==> src/rtl/dmem_arb_pkg.sv <==
// Shared sizes and constants for the data-memory arbiter.
package dmem_arb_pkg;

    // Default sizes shared with the memory and pipeline.
    localparam int unsigned SIZE_ADDR = 8;
    localparam int unsigned SIZE_DATA = 16;

    // Requester identifiers carried with an outstanding read.
    localparam logic ARB_ID_PIPE = 1'b0;
    localparam logic ARB_ID_HOST = 1'b1;

    // Longest run of denied host cycles before the host wins.
    localparam int unsigned DEFAULT_MAX_WAIT = 4;

    // Longest host burst under lock before the pipeline gets a cycle.
    localparam int unsigned LOCK_BURST = 8;

endpackage

==> src/rtl/dmem_arb_rtn.sv <==
// Read-return tracker: remembers who issued last cycle's read and steers
// the memory read data to that requester, holding each requester's last data.
module dmem_arb_rtn
    import dmem_arb_pkg::*;
#(
    parameter int unsigned DATA_W = SIZE_DATA
) (
    input  logic              clk_i,
    input  logic              rst_i,
    input  logic              rd_fire_i,
    input  logic              rd_id_i,
    input  logic [DATA_W-1:0] mem_rdata_i,
    output logic              r0_rvalid_o,
    output logic [DATA_W-1:0] r0_rdata_o,
    output logic              r1_rvalid_o,
    output logic [DATA_W-1:0] r1_rdata_o
);

    logic              rtn_valid_q;
    logic              rtn_id_q;
    logic [DATA_W-1:0] r0_hold_q;
    logic [DATA_W-1:0] r1_hold_q;

    // Capture the pending return and the data last shown to each requester.
    always_ff @(posedge clk_i or posedge rst_i) begin
        if (rst_i) begin
            rtn_valid_q <= 1'b0;
            rtn_id_q    <= ARB_ID_PIPE;
            r0_hold_q   <= '0;
            r1_hold_q   <= '0;
        end else begin
            rtn_valid_q <= rd_fire_i;
            rtn_id_q    <= rd_id_i;
            r0_hold_q   <= r0_rdata_o;
            r1_hold_q   <= r1_rdata_o;
        end
    end

    // Memory data is live only in the return cycle, so pass it straight through.
    always_comb begin
        r0_rvalid_o = rtn_valid_q && (rtn_id_q == ARB_ID_PIPE);
        r1_rvalid_o = rtn_valid_q && (rtn_id_q == ARB_ID_HOST);
        r0_rdata_o  = r0_rvalid_o ? mem_rdata_i : r0_hold_q;
        r1_rdata_o  = r1_rvalid_o ? mem_rdata_i : r1_hold_q;
    end

endmodule

==> src/rtl/dmem_arb.sv <==
// Data-memory port arbiter: pipeline has priority, host wins after MAX_WAIT
// denied cycles. Optional host burst lock under macro DMEM_ARB_LOCK_EN.
module dmem_arb
    import dmem_arb_pkg::*;
#(
    parameter int unsigned ADDR_W   = SIZE_ADDR,
    parameter int unsigned DATA_W   = SIZE_DATA,
    parameter int unsigned MAX_WAIT = DEFAULT_MAX_WAIT
) (
    input  logic              iw_clk,
    input  logic              iw_rst,
    input  logic              iw_r0_req,
    input  logic              iw_r0_we,
    input  logic [ADDR_W-1:0] iw_r0_addr,
    input  logic [DATA_W-1:0] iw_r0_wdata,
    output logic              ow_r0_gnt,
    output logic              ow_r0_stall,
    output logic              or_r0_rvalid,
    output logic [DATA_W-1:0] or_r0_rdata,
    input  logic              iw_r1_req,
    input  logic              iw_r1_we,
    input  logic [ADDR_W-1:0] iw_r1_addr,
    input  logic [DATA_W-1:0] iw_r1_wdata,
    input  logic              iw_r1_lock,
    output logic              ow_r1_gnt,
    output logic              or_r1_rvalid,
    output logic [DATA_W-1:0] or_r1_rdata,
    output logic              ow_mem_we,
    output logic [ADDR_W-1:0] ow_mem_addr,
    output logic [DATA_W-1:0] ow_mem_wdata,
    input  logic [DATA_W-1:0] iw_mem_rdata
);

    localparam logic [3:0] WaitMax = 4'(MAX_WAIT);

    logic [3:0] wait_cnt_q, wait_cnt_d;
    logic       r1_win;
    logic       rd_fire;

`ifdef DMEM_ARB_LOCK_EN
    localparam int unsigned LockCntW = $clog2(LOCK_BURST);

    logic                lock_q, lock_d;
    logic                prio_q, prio_d;
    logic [LockCntW-1:0] lock_cnt_q, lock_cnt_d;

    // A held lock keeps the host; the cycle after a lock ends favours r0.
    assign r1_win = lock_q || !iw_r0_req || (!prio_q && (wait_cnt_q == WaitMax));
`else
    logic unused_lock;
    assign unused_lock = iw_r1_lock;
    assign r1_win      = !iw_r0_req || (wait_cnt_q == WaitMax);
`endif

    // Grants and the memory command mux; nothing is granted during reset.
    always_comb begin
        ow_r1_gnt    = !iw_rst && iw_r1_req && r1_win;
        ow_r0_gnt    = !iw_rst && iw_r0_req && !ow_r1_gnt;
        ow_r0_stall  = !iw_rst && iw_r0_req && !ow_r0_gnt;
        ow_mem_we    = ow_r1_gnt ? iw_r1_we : (ow_r0_gnt && iw_r0_we);
        ow_mem_addr  = ow_r1_gnt ? iw_r1_addr : iw_r0_addr;
        ow_mem_wdata = ow_r1_gnt ? iw_r1_wdata : iw_r0_wdata;
        rd_fire      = (ow_r0_gnt && !iw_r0_we) || (ow_r1_gnt && !iw_r1_we);
    end

    // Count consecutive denied host cycles, saturating at MAX_WAIT.
    always_comb begin
        wait_cnt_d = wait_cnt_q;
        if (!iw_r1_req || ow_r1_gnt) begin
            wait_cnt_d = '0;
        end else if (wait_cnt_q != WaitMax) begin
            wait_cnt_d = wait_cnt_q + 4'd1;
        end
    end

    // Wait counter register.
    always_ff @(posedge iw_clk or posedge iw_rst) begin
        if (iw_rst) begin
            wait_cnt_q <= '0;
        end else begin
            wait_cnt_q <= wait_cnt_d;
        end
    end

`ifdef DMEM_ARB_LOCK_EN
    // Lock tracking: set on a locked host grant, end on release or burst limit.
    always_comb begin
        lock_d     = lock_q;
        lock_cnt_d = lock_cnt_q;
        prio_d     = 1'b0;
        if (lock_q && (!iw_r1_lock || !iw_r1_req)) begin
            lock_d     = 1'b0;
            lock_cnt_d = '0;
            prio_d     = 1'b1;
        end else if (ow_r1_gnt && iw_r1_lock) begin
            if (lock_cnt_q == LockCntW'(LOCK_BURST - 1)) begin
                lock_d     = 1'b0;
                lock_cnt_d = '0;
                prio_d     = 1'b1;
            end else begin
                lock_d     = 1'b1;
                lock_cnt_d = lock_cnt_q + 1'b1;
            end
        end
    end

    // Lock state registers.
    always_ff @(posedge iw_clk or posedge iw_rst) begin
        if (iw_rst) begin
            lock_q     <= 1'b0;
            lock_cnt_q <= '0;
            prio_q     <= 1'b0;
        end else begin
            lock_q     <= lock_d;
            lock_cnt_q <= lock_cnt_d;
            prio_q     <= prio_d;
        end
    end
`endif

    dmem_arb_rtn #(
        .DATA_W (DATA_W)
    ) u_rtn (
        .clk_i       (iw_clk),
        .rst_i       (iw_rst),
        .rd_fire_i   (rd_fire),
        .rd_id_i     (ow_r1_gnt ? ARB_ID_HOST : ARB_ID_PIPE),
        .mem_rdata_i (iw_mem_rdata),
        .r0_rvalid_o (or_r0_rvalid),
        .r0_rdata_o  (or_r0_rdata),
        .r1_rvalid_o (or_r1_rvalid),
        .r1_rdata_o  (or_r1_rdata)
    );

endmodule

==> config.mk <==
export PLATFORM = sky130hd
export DESIGN_NAME = dmem_arb
export DESIGN_NICKNAME = d
export VERILOG_FILES = /design/src/rtl/dmem_arb_pkg.sv /design/src/rtl/dmem_arb_rtn.sv /design/src/rtl/dmem_arb.sv
export SDC_FILE = /design/constraint.sdc
export NUM_CORES = 1
export LEC_CHECK = 0
export BUFFER_PORTS_ARGS = -buffer_cell sky130_fd_sc_hd__buf_2
export CORE_MARGIN = 5
export CORE_UTILIZATION = 37
export DETAILED_ROUTE_END_ITERATION = 12
export PLACE_DENSITY = 0.82
export SLEW_MARGIN = 30
export SYNTH_ARGS = -nofsm -noshare
export SYNTH_HDL_FRONTEND = slang
export SYNTH_HIERARCHICAL = 1
export SYNTH_SLANG_ARGS = --single-unit
==> constraint.sdc <==
create_clock -name iw_clk -period 1.7 [get_ports iw_clk]
set_input_delay 0.34 -clock iw_clk [delete_from_list [all_inputs] [get_ports iw_clk]]
set_output_delay 0.34 -clock iw_clk [all_outputs]
set_load 0.05 [all_outputs]
[Word level (Yosys, flattened, before mapping)]
Index checks and enable logic that the tools add are counted.
Storage, ports and cells
  input port bits: 71
  output and inout bits: 62
  bits in registers: 38
  word-level logic and storage cells: 38
Operators by class
  bitwise logic cells: 1
  reductions and logical operators: 21
  multiplexer cells: 8
  add/sub/neg operators: 1
  equal/unequal tests: 2
Operator list (count)
  two-way mux 16 bit: 3
  logical AND 1 bit: 10
  two-way mux 4 bit: 2
  two-way mux 8 bit: 1
  zero test 1 bit: 7
  adder 4 x 1 -> 4 bit (second input constant): 1
  == test 4 x 3 -> 1 bit (second input constant): 1
  != test 4 x 3 -> 1 bit (second input constant): 1
  logical OR 1 bit: 3
  two-way mux 1 bit: 2
  nonzero test 2 bit: 1
  NOT 1 bit: 1

[Longest topological paths before layout]
Gate-level depths: netlist (run 1).
  depth in word-level cells: 7
  mapped depth: 6
  mapped depth without buffers: 5

[Modules after synthesis]
The synthesis (run 1) kept the hierarchy.
Modules (own cells, without submodules)
  dmem_arb_rtn: area each 1305.0 um2, instances 1, cells each 74, sequential area each 850.8 um2
  dmem_arb: area each 641.9 um2, instances 1, cells each 64, sequential area each 100.1 um2

[Worst setup path after synthesis (run 1)]
No wires, ideal clock.
  path type: reg-to-output
  from: reg wait_cnt_q[0]
  to: out ow_mem_we
  path buffers: 0
  path slack: -0.767 ns
  arrival time: 2.127 ns
  cell stages (with the launch flop): 6
  required time: 1.360 ns
  cells stage by stage: dfrtp_1 inv_1 ha_1 nand3b_4 o21ai_0 o32ai_1
On the way
  longest elaborated chain between the ends: 7
Ends and longest elaborated chain
  start, declared: RTL line dmem_arb.sv:36  | logic [3:0] wait_cnt_q, wait_cnt_d;
  start signal, assigned: RTL line dmem_arb.sv:81  | wait_cnt_q <= wait_cnt_d;
  == test 4 x 3 -> 1 bit *: RTL line dmem_arb.sv:52  | assign r1_win = !iw_r0_req || (wait_cnt_q == WaitMax);
  logical OR 1 bit *: RTL line dmem_arb.sv:52
  logical AND 1 bit *: RTL line dmem_arb.sv:57  | ow_r1_gnt = !iw_rst && iw_r1_req && r1_win;
  zero test 1 bit: RTL line dmem_arb.sv:58  | ow_r0_gnt = !iw_rst && iw_r0_req && !ow_r1_gnt;
  logical AND 1 bit: RTL line dmem_arb.sv:58
  logical AND 1 bit: RTL line dmem_arb.sv:60  | ow_mem_we = ow_r1_gnt ? iw_r1_we : (ow_r0_gnt && iw_r0_we);
  two-way mux 1 bit *: RTL line dmem_arb.sv:60
  end, declared: RTL line dmem_arb.sv:28  | output logic ow_mem_we,
Mark *: on every way between the ends. The rest lies on a longest branch, timed or not.

[Worst setup path after layout (run 1)]
  from: reg wait_cnt_q[0]
  to: out ow_mem_wdata[11]
On the way
  longest elaborated chain between the ends: 4
Ends and longest elaborated chain
  == test 4 x 3 -> 1 bit: RTL line dmem_arb.sv:52
  logical OR 1 bit: RTL line dmem_arb.sv:52
  logical AND 1 bit: RTL line dmem_arb.sv:57
  two-way mux 16 bit: RTL line dmem_arb.sv:62  | ow_mem_wdata = ow_r1_gnt ? iw_r1_wdata : iw_r0_wdata;
  end, declared: RTL line dmem_arb.sv:30  | output logic [DATA_W-1:0] ow_mem_wdata,
No other way between the ends.

==> results of run 1 <==
-- routing by layer --
| metal | vias up | part of all wire | routed length (µm) | GRT usage |
|---|---|---|---|---|
| li1 | 837 | - | - | - |
| met5 | - | 0 | 0 | 0 |
| met1 | 859 | 0.32 | 2270 | 0.189 |
| met2 | 103 | 0.57 | 3950 | 0.396 |
| met4 | 0 | 0.013 | 91 | 0.0686 |
| met3 | 8 | 0.096 | 672 | 0.0651 |
-- per-stage QoR --
step | setup slack [ns] | area (µm²) | instances | TNS (ns) | total power, mW
CTS | -0.579 | 3830 | 378 | -20.38 | 4.45
floorplan | -0.219 | 2050 | 138 | -4.95 | 2.53
global placement | -0.229 | 2880 | 350 | -5.08 | 2.89
finish | -0.557 | 3920 | 384 | -19.06 | 4.53
detailed placement | -0.255 | 2880 | 350 | -5.80 | 2.93
global route | -0.619 | 3920 | 384 | -22.65 | 4.71
-- layout by cell type, fill, tap and decap left out, types with 2 or more instances in the layout --
master     n
inv_2      2
mux2_4    52
buf_6     26
clkbuf_1   2
dfrtp_1   37
nor2_1     2
buf_8     37
clkbuf_8   5
a21oi_1    3
buf_16     3
nand3_1    3
mux2_2     4
buf_12     2
buf_4     36
buf_2     69
inv_1      6
-- synth_stat cells (all sizes together) --
cell type  count
a211oi         1
a21boi         1
a21oi          3
and2           1
and3           1
and3b          1
buf            6
dfrtp         38
ha             2
inv            8
mux2          56
mux2i          1
nand2          2
nand2b         1
nand3          3
nand3b         2
nor2           3
nor2b          1
nor3           1
o21ai          1
o32ai          2
or2b           1
or3            1
xnor2          1
-- final cells by class --
cell class	count	area (µm²)	area share
sequential	38	952	0.243
multi-input combinational	86	1130	0.289
inverter	8	30.0	0.00766
clock inverter	1	30.0	0.00766
timing repair buffer	174	1610	0.411
clock buffer	7	76.3	0.0195
tap	70	87.6	0.0223
-- worst min path at each step --
stage / startpoint / to / slack, ns / depth (start not counted)
floorplan: iw_rst / wait_cnt_q[0] / 0.24 / 2
global placement: iw_rst / wait_cnt_q[1] / 0.42 / 3
detailed placement: iw_rst / wait_cnt_q[2] / 0.43 / 3
CTS: iw_rst / wait_cnt_q[1] / 0.11 / 3
global route: iw_rst / wait_cnt_q[1] / 0.14 / 3
finish: iw_rst / wait_cnt_q[1] / 0.13 / 3
-- report_power, final --
group | leakage [nW] | internal (mW) | total [mW] | switching (mW)
combinational | 1.56 | 1.20 | 2.61 | 1.41
sequential | 0.452 | 1.11 | 1.18 | 0.0762
clock | 0.0524 | 0.439 | 0.735 | 0.296
total | 2.07 | 2.75 | 4.53 | 1.78
-- logic make-up (layout without fill, tap and decap cells) --
group	Yosys count	after routing
xor+xnor	1	1
compound gates	8	8
fa+ha+maj	2	2
simple gates	18	18
mux	57	57
flops	38	38
buf+inv	14	190
-- worst min-delay path, delay by kind of cell --
| kind | cells | cell delay [ns] |
|---|---|---|
| buf+inv | 3 | 0.43 |
-- state kept, by name (all words and copies together) (netlist names) --
signal	flops
u_rtn/r0_hold_q	16
u_rtn/r1_hold_q	16
wait_cnt_q	4
u_rtn/rtn_id_q	1
u_rtn/rtn_valid_q	1
-- what timing repair did --
action	4_1_cts	5_1_grt
hold endpoints to repair	0	0
cloned	4	1
resized for setup	188	16
setup buffers	16	8
setup endpoints to repair	60	62
pin swaps	3	3
==> metrics.cfg, run 1 <==
[status]
outcome=finished, violations left
violations=negative setup slack

[synth]
syn_inst=138
synth_top_family_by_area=multiplexers
synth.area.mux_share=0.346
synthSimpleGateAreaFrac=0.0636
syn-num-nets=211
ys_ff_latch=38
synth_compound_area_frac=0.0328
synth_cell_types=30
syn-cell-area_um2=1950
synth.largest_area_cell=dfrtp_1
yosysWarningCount=6
yosys-top-cells-area=dfrtp_1, mux2_2, mux2_4
synth_top_cell_area_share=0.488
yosys.area_share.xor_xnor=0.00450
synthAdderAreaFrac=0.0129
syn_area_per_cell_um2=14.1
ys_seq_area_frac=0.488

[global_routing]
gr-total-overflow=0
grt_pass1_wl_mm=10.1
grt_max_degree=35
antenna_found_initial=0
first_global_vias=2069
grt_usage=0.200

[floorplanning]
dieHeight_um=82.5
fp-row-count=26
core_area_um2=5110
io_pins=133
fp.dieW_um=82.5
start_util=0.381
dieArea_um2=6810

[clock_network]
cts.sinks=38
cts_root_buf=clkbuf_8
clk_pin_slew_ns=0.07
cts_inserted_buffers=5
htree_num_levels=2
cts_tree=done
ctsHoldBuffers=0
clk_latency_ns=0.28
clk_path_buf_depth=2

[setup_path]
r2r_start=wait_cnt_q[0]
crit_family=buffers and inverters
path_common_cell=buf_6
cp_num_cells=8
crit_slowest_cell=dfrtp_1
critical_path_class=flip-flop to output pin
cp.arrival_ns=1.92
slowest_delay_ns=0.40
cp-endpoint=ow_mem_wdata[11]
crit_chain=inv_2 > ha_4 > nand3b_4 > a21boi_4 > buf_6 > clkbuf_16 > mux2_4 > buf_6
worstPathRequired_ns=1.36
crit_path_start=wait_cnt_q[0]
cp-end-kind=output pin
rr_worst_depth=9
r2r_setup_slack_ns=0.09
critPathLaunchType=flip-flop
reg2reg_to=u_rtn/rtn_valid_q
worst-path-buf-inv=4
critPathMaxFanout=4

[finish]
nFillCells=285
area_growth_pct=101
antenna_cells=0
fin_util=0.768
layout-drive-gt1-share=0.799
nets=386

[sta]
finalHoldViolCount=0
finalClockSkew_ns=0.00515
setup_violations=60
layout_setup_ws_ns=-0.557
worst_pin_slew_ns=0.430
whs_ns=0.133
finalCriticalPeriod_ns=2.26
rsz0062_at_grt=yes
slew_headroom=0.714
finalCritPeriodShare=1.33
fmax_mhz=443
drv_slew=0

[route]
drt-pass1-iter-count=3
wirelength_mm=6.99
drcViolationCount=0
num_vias=1807
drt-vias-per-instance=4.71
wl_per_cell_um=18.2
ant_nets=0
dr.first_iter.drc_count=34

[power]
p_leak_nw=2.07
worst_ir_drop_vdd_mv=0.541
powerDensity_nw_per_um2=1160

[placement]
dp_hpwl_mm=4.37
port_buffers=131
gp_congestion=0.779

[flow_run]
drv_cap=0

[hold_path]
hold_path.class=input port to asynchronous set/reset pin

(Power assumes the default switching activity.)
==> run 2, diff against run 1 <==
--- a/config.mk
+++ b/config.mk
@@ -7,9 +7,9 @@
 export LEC_CHECK = 0
 export BUFFER_PORTS_ARGS = -buffer_cell sky130_fd_sc_hd__buf_2
 export CORE_MARGIN = 5
-export CORE_UTILIZATION = 37
+export CORE_UTILIZATION = 40
 export DETAILED_ROUTE_END_ITERATION = 12
-export PLACE_DENSITY = 0.82
+export PLACE_DENSITY = 0.84
 export SLEW_MARGIN = 30
 export SYNTH_ARGS = -nofsm -noshare
 export SYNTH_HDL_FRONTEND = slang
==> constraint.sdc (replaced) <==
create_clock -name iw_clk -period 2.7 [get_ports iw_clk]
set_input_delay 0.54 -clock iw_clk [delete_from_list [all_inputs] [get_ports iw_clk]]
set_output_delay 0.54 -clock iw_clk [all_outputs]
set_load 0.05 [all_outputs]
==> run 2 against run 1 <==
Net effect:
- the run now ends clean
- first-iteration DRC count rose by 44%
- hold slack improved by 0.10 ns
- final area fell by 25%
- combinational power fell by 59%
- global-route usage fell by 4.1 points
- total power fell by 47%
- critical path type unchanged
==> metrics.cfg, run 2 (synthesis gave the netlist of run 1 again) <==
[sta]
worst_pin_slew_ns=0.441  ; +0.0108 ns
fmax_mhz=385
layout_setup_ws_ns=0.102  ; +0.659 ns
finalHoldViolCount=0  ; unchanged
slew_headroom=0.705  ; -0.00826
setup_violations=0  ; -100%
finalCriticalPeriod_ns=2.60
finalCritPeriodShare=0.962
finalClockSkew_ns=0.00455  ; -0.000606 ns
drv_slew=0  ; unchanged

[power]
clkPwrFrac=0.243  ; +0.081
powerDensity_nw_per_um2=816  ; -29%
switching_power_uw=982  ; -45%
worst_ir_drop_vdd_mv=0.370  ; -32%
internal_power_mw=1.41  ; -49%
switching_share=0.411  ; +0.0181
comb_power_share=0.452  ; -0.124
power.total_mw=2.39  ; -47%
p_leak_nw=1.54  ; -26%
seq_power_share=0.305  ; +0.044

[placement]
dp_cells=333  ; -4.9%
gp_congestion=0.754  ; -3.3%
dp_hpwl_mm=4.12  ; -5.6%
port_buffers=131  ; unchanged
place_ws_ns=0.309  ; +0.563 ns

[finish]
antenna_cells=0  ; unchanged
final_common_cell=buf_2
area_growth_pct=50.5
nets=353  ; -8.5%
top_regs=u_rtn/r0_hold_q x16, u_rtn/r1_hold_q x16, wait_cnt_q x4
layout_common_cells=buf_2, mux2_2, dfrtp_1, buf_4, mux2_4
fin_cells=348  ; -9.4%
layout-drive-gt1-share=0.740  ; -0.0591

[global_routing]
first_global_vias=1682  ; -19%
grt_usage=0.159  ; -0.0408
antenna_found_initial=0  ; unchanged
grt_max_degree=35  ; unchanged
grt_pass1_wl_mm=7.78  ; -23%
gr-total-overflow=0  ; unchanged

[floorplanning]
fp.dieW_um=79.8  ; -3.4%
dieArea_um2=6360  ; -6.6%
dieHeight_um=79.8  ; -3.4%
io_pins=133  ; unchanged
start_util=0.412  ; +0.0310
fp-row-count=25  ; -3.8%
core_area_um2=4720  ; -7.5%

[clock_network]
ctsHoldBuffers=0  ; unchanged
clk_latency_ns=0.28  ; about the same
cts_root_buf=clkbuf_8
cts_inserted_buffers=5  ; unchanged
cts_tree=done
clk_pin_slew_ns=0.07  ; about the same
clk_path_buf_depth=2  ; unchanged
cts.sinks=38  ; unchanged
htree_num_levels=2  ; unchanged

[setup_path]
cp.arrival_ns=2.06  ; +0.14 ns
rr_worst_depth=5  ; -4
crit_family=buffers and inverters
worstPathRequired_ns=2.16  ; +0.80 ns
critPathMaxFanout=6  ; +2
critPathLaunchType=flip-flop
crit_slowest_cell=dfrtp_1
crit_chain=inv_1 > ha_4 > nand3b_4 > a21boi_4 > clkbuf_16 > mux2_2 > buf_4
cp-end-kind=output pin
slowest_delay_ns=0.40  ; about the same
worst-path-buf-inv=3  ; -1
cp_num_cells=7  ; -1
critical_path_class=flip-flop to output pin

[route]
wl_per_cell_um=15.6  ; -14%
drcViolationCount=0  ; unchanged
wirelength_mm=5.41  ; -23%
num_vias=1634  ; -9.6%
drt-vias-per-instance=4.70  ; -0.22%
ant_nets=0  ; unchanged
dr.first_iter.drc_count=49  ; +44%
drt-pass1-iter-count=4  ; +1

[flow_run]
drv_cap=0  ; unchanged

[hold_path]
hold_path.class=input port to asynchronous set/reset pin

[status]
outcome=complete, no violations

-- run 2: changes by cell type in the layout (fill, tap and decap cells not counted), sizes merged --
cell    change
clkbuf      +1
buf        -35
bufinv      +1
-- run 2: repair_timing --
action | 4_1_cts | 5_1_grt
gates resized for setup | 0 | 28
hold endpoints to repair | 0 | 0
setup endpoints to repair | 0 | 24
buffers inserted | 0 | 4
-- run 2: worst paths after layout --
kind,from,end,slack (ns)
worst max-delay path,wait_cnt_q[1],ow_mem_addr[1],0.10
worst min-delay path,iw_rst,wait_cnt_q[1],0.24
worst max register to register,wait_cnt_q[1],wait_cnt_q[0],1.33
worst min register to register,u_rtn/r1_hold_q[15],u_rtn/r1_hold_q[15],0.49
max in group asynchronous,iw_rst,u_rtn/r1_hold_q[12],1.94
min in group iw_clk,iw_r0_we,u_rtn/rtn_valid_q,0.49
-- run 2: area by class of cell --
class	count	area [µm²]
Timing Repair Buffer	141	815
Multi-Input combinational cell	86	908
Clock inverter	2	60.1
Inverter	8	30.0
Clock buffer	6	82.6
Fill cell	384	1790
Tap cell	67	83.8
Sequential cell	38	951
-- run 2: power by group through the flow --
stage	registers, mW	clock network [mW]	logic (mW)
6_report	0.730	0.580	1.08
5_1_grt	0.742	0.613	1.13
4_1_cts	0.731	0.592	1.06
3_5_place_dp	0.742	0	1.06
3_3_place_gp	0.733	0	1.04
2_1_floorplan	0.729	0	0.837
-- run 2: stage by stage --
step	area, µm²	setup TNS [ns]	hold WS (ns)	util
2_1_floorplan	1950	0	0.434	-
3_3_place_gp	2650	0	0.473	0.561
3_5_place_dp	2650	0	0.478	0.561
4_1_cts	2790	0	0.234	0.592
5_1_grt	2930	-0.00805	0.254	0.620
6_report	2930	0	0.238	0.620
-- run 2: per-layer routing --
metal,GRT usage,part of all wire,vias to the layer above
li1,-,-,774
met1,0.167,0.36,757
met2,0.306,0.52,95
met3,0.0463,0.10,8
met4,0.0405,0.017,0
met5,0,0,-
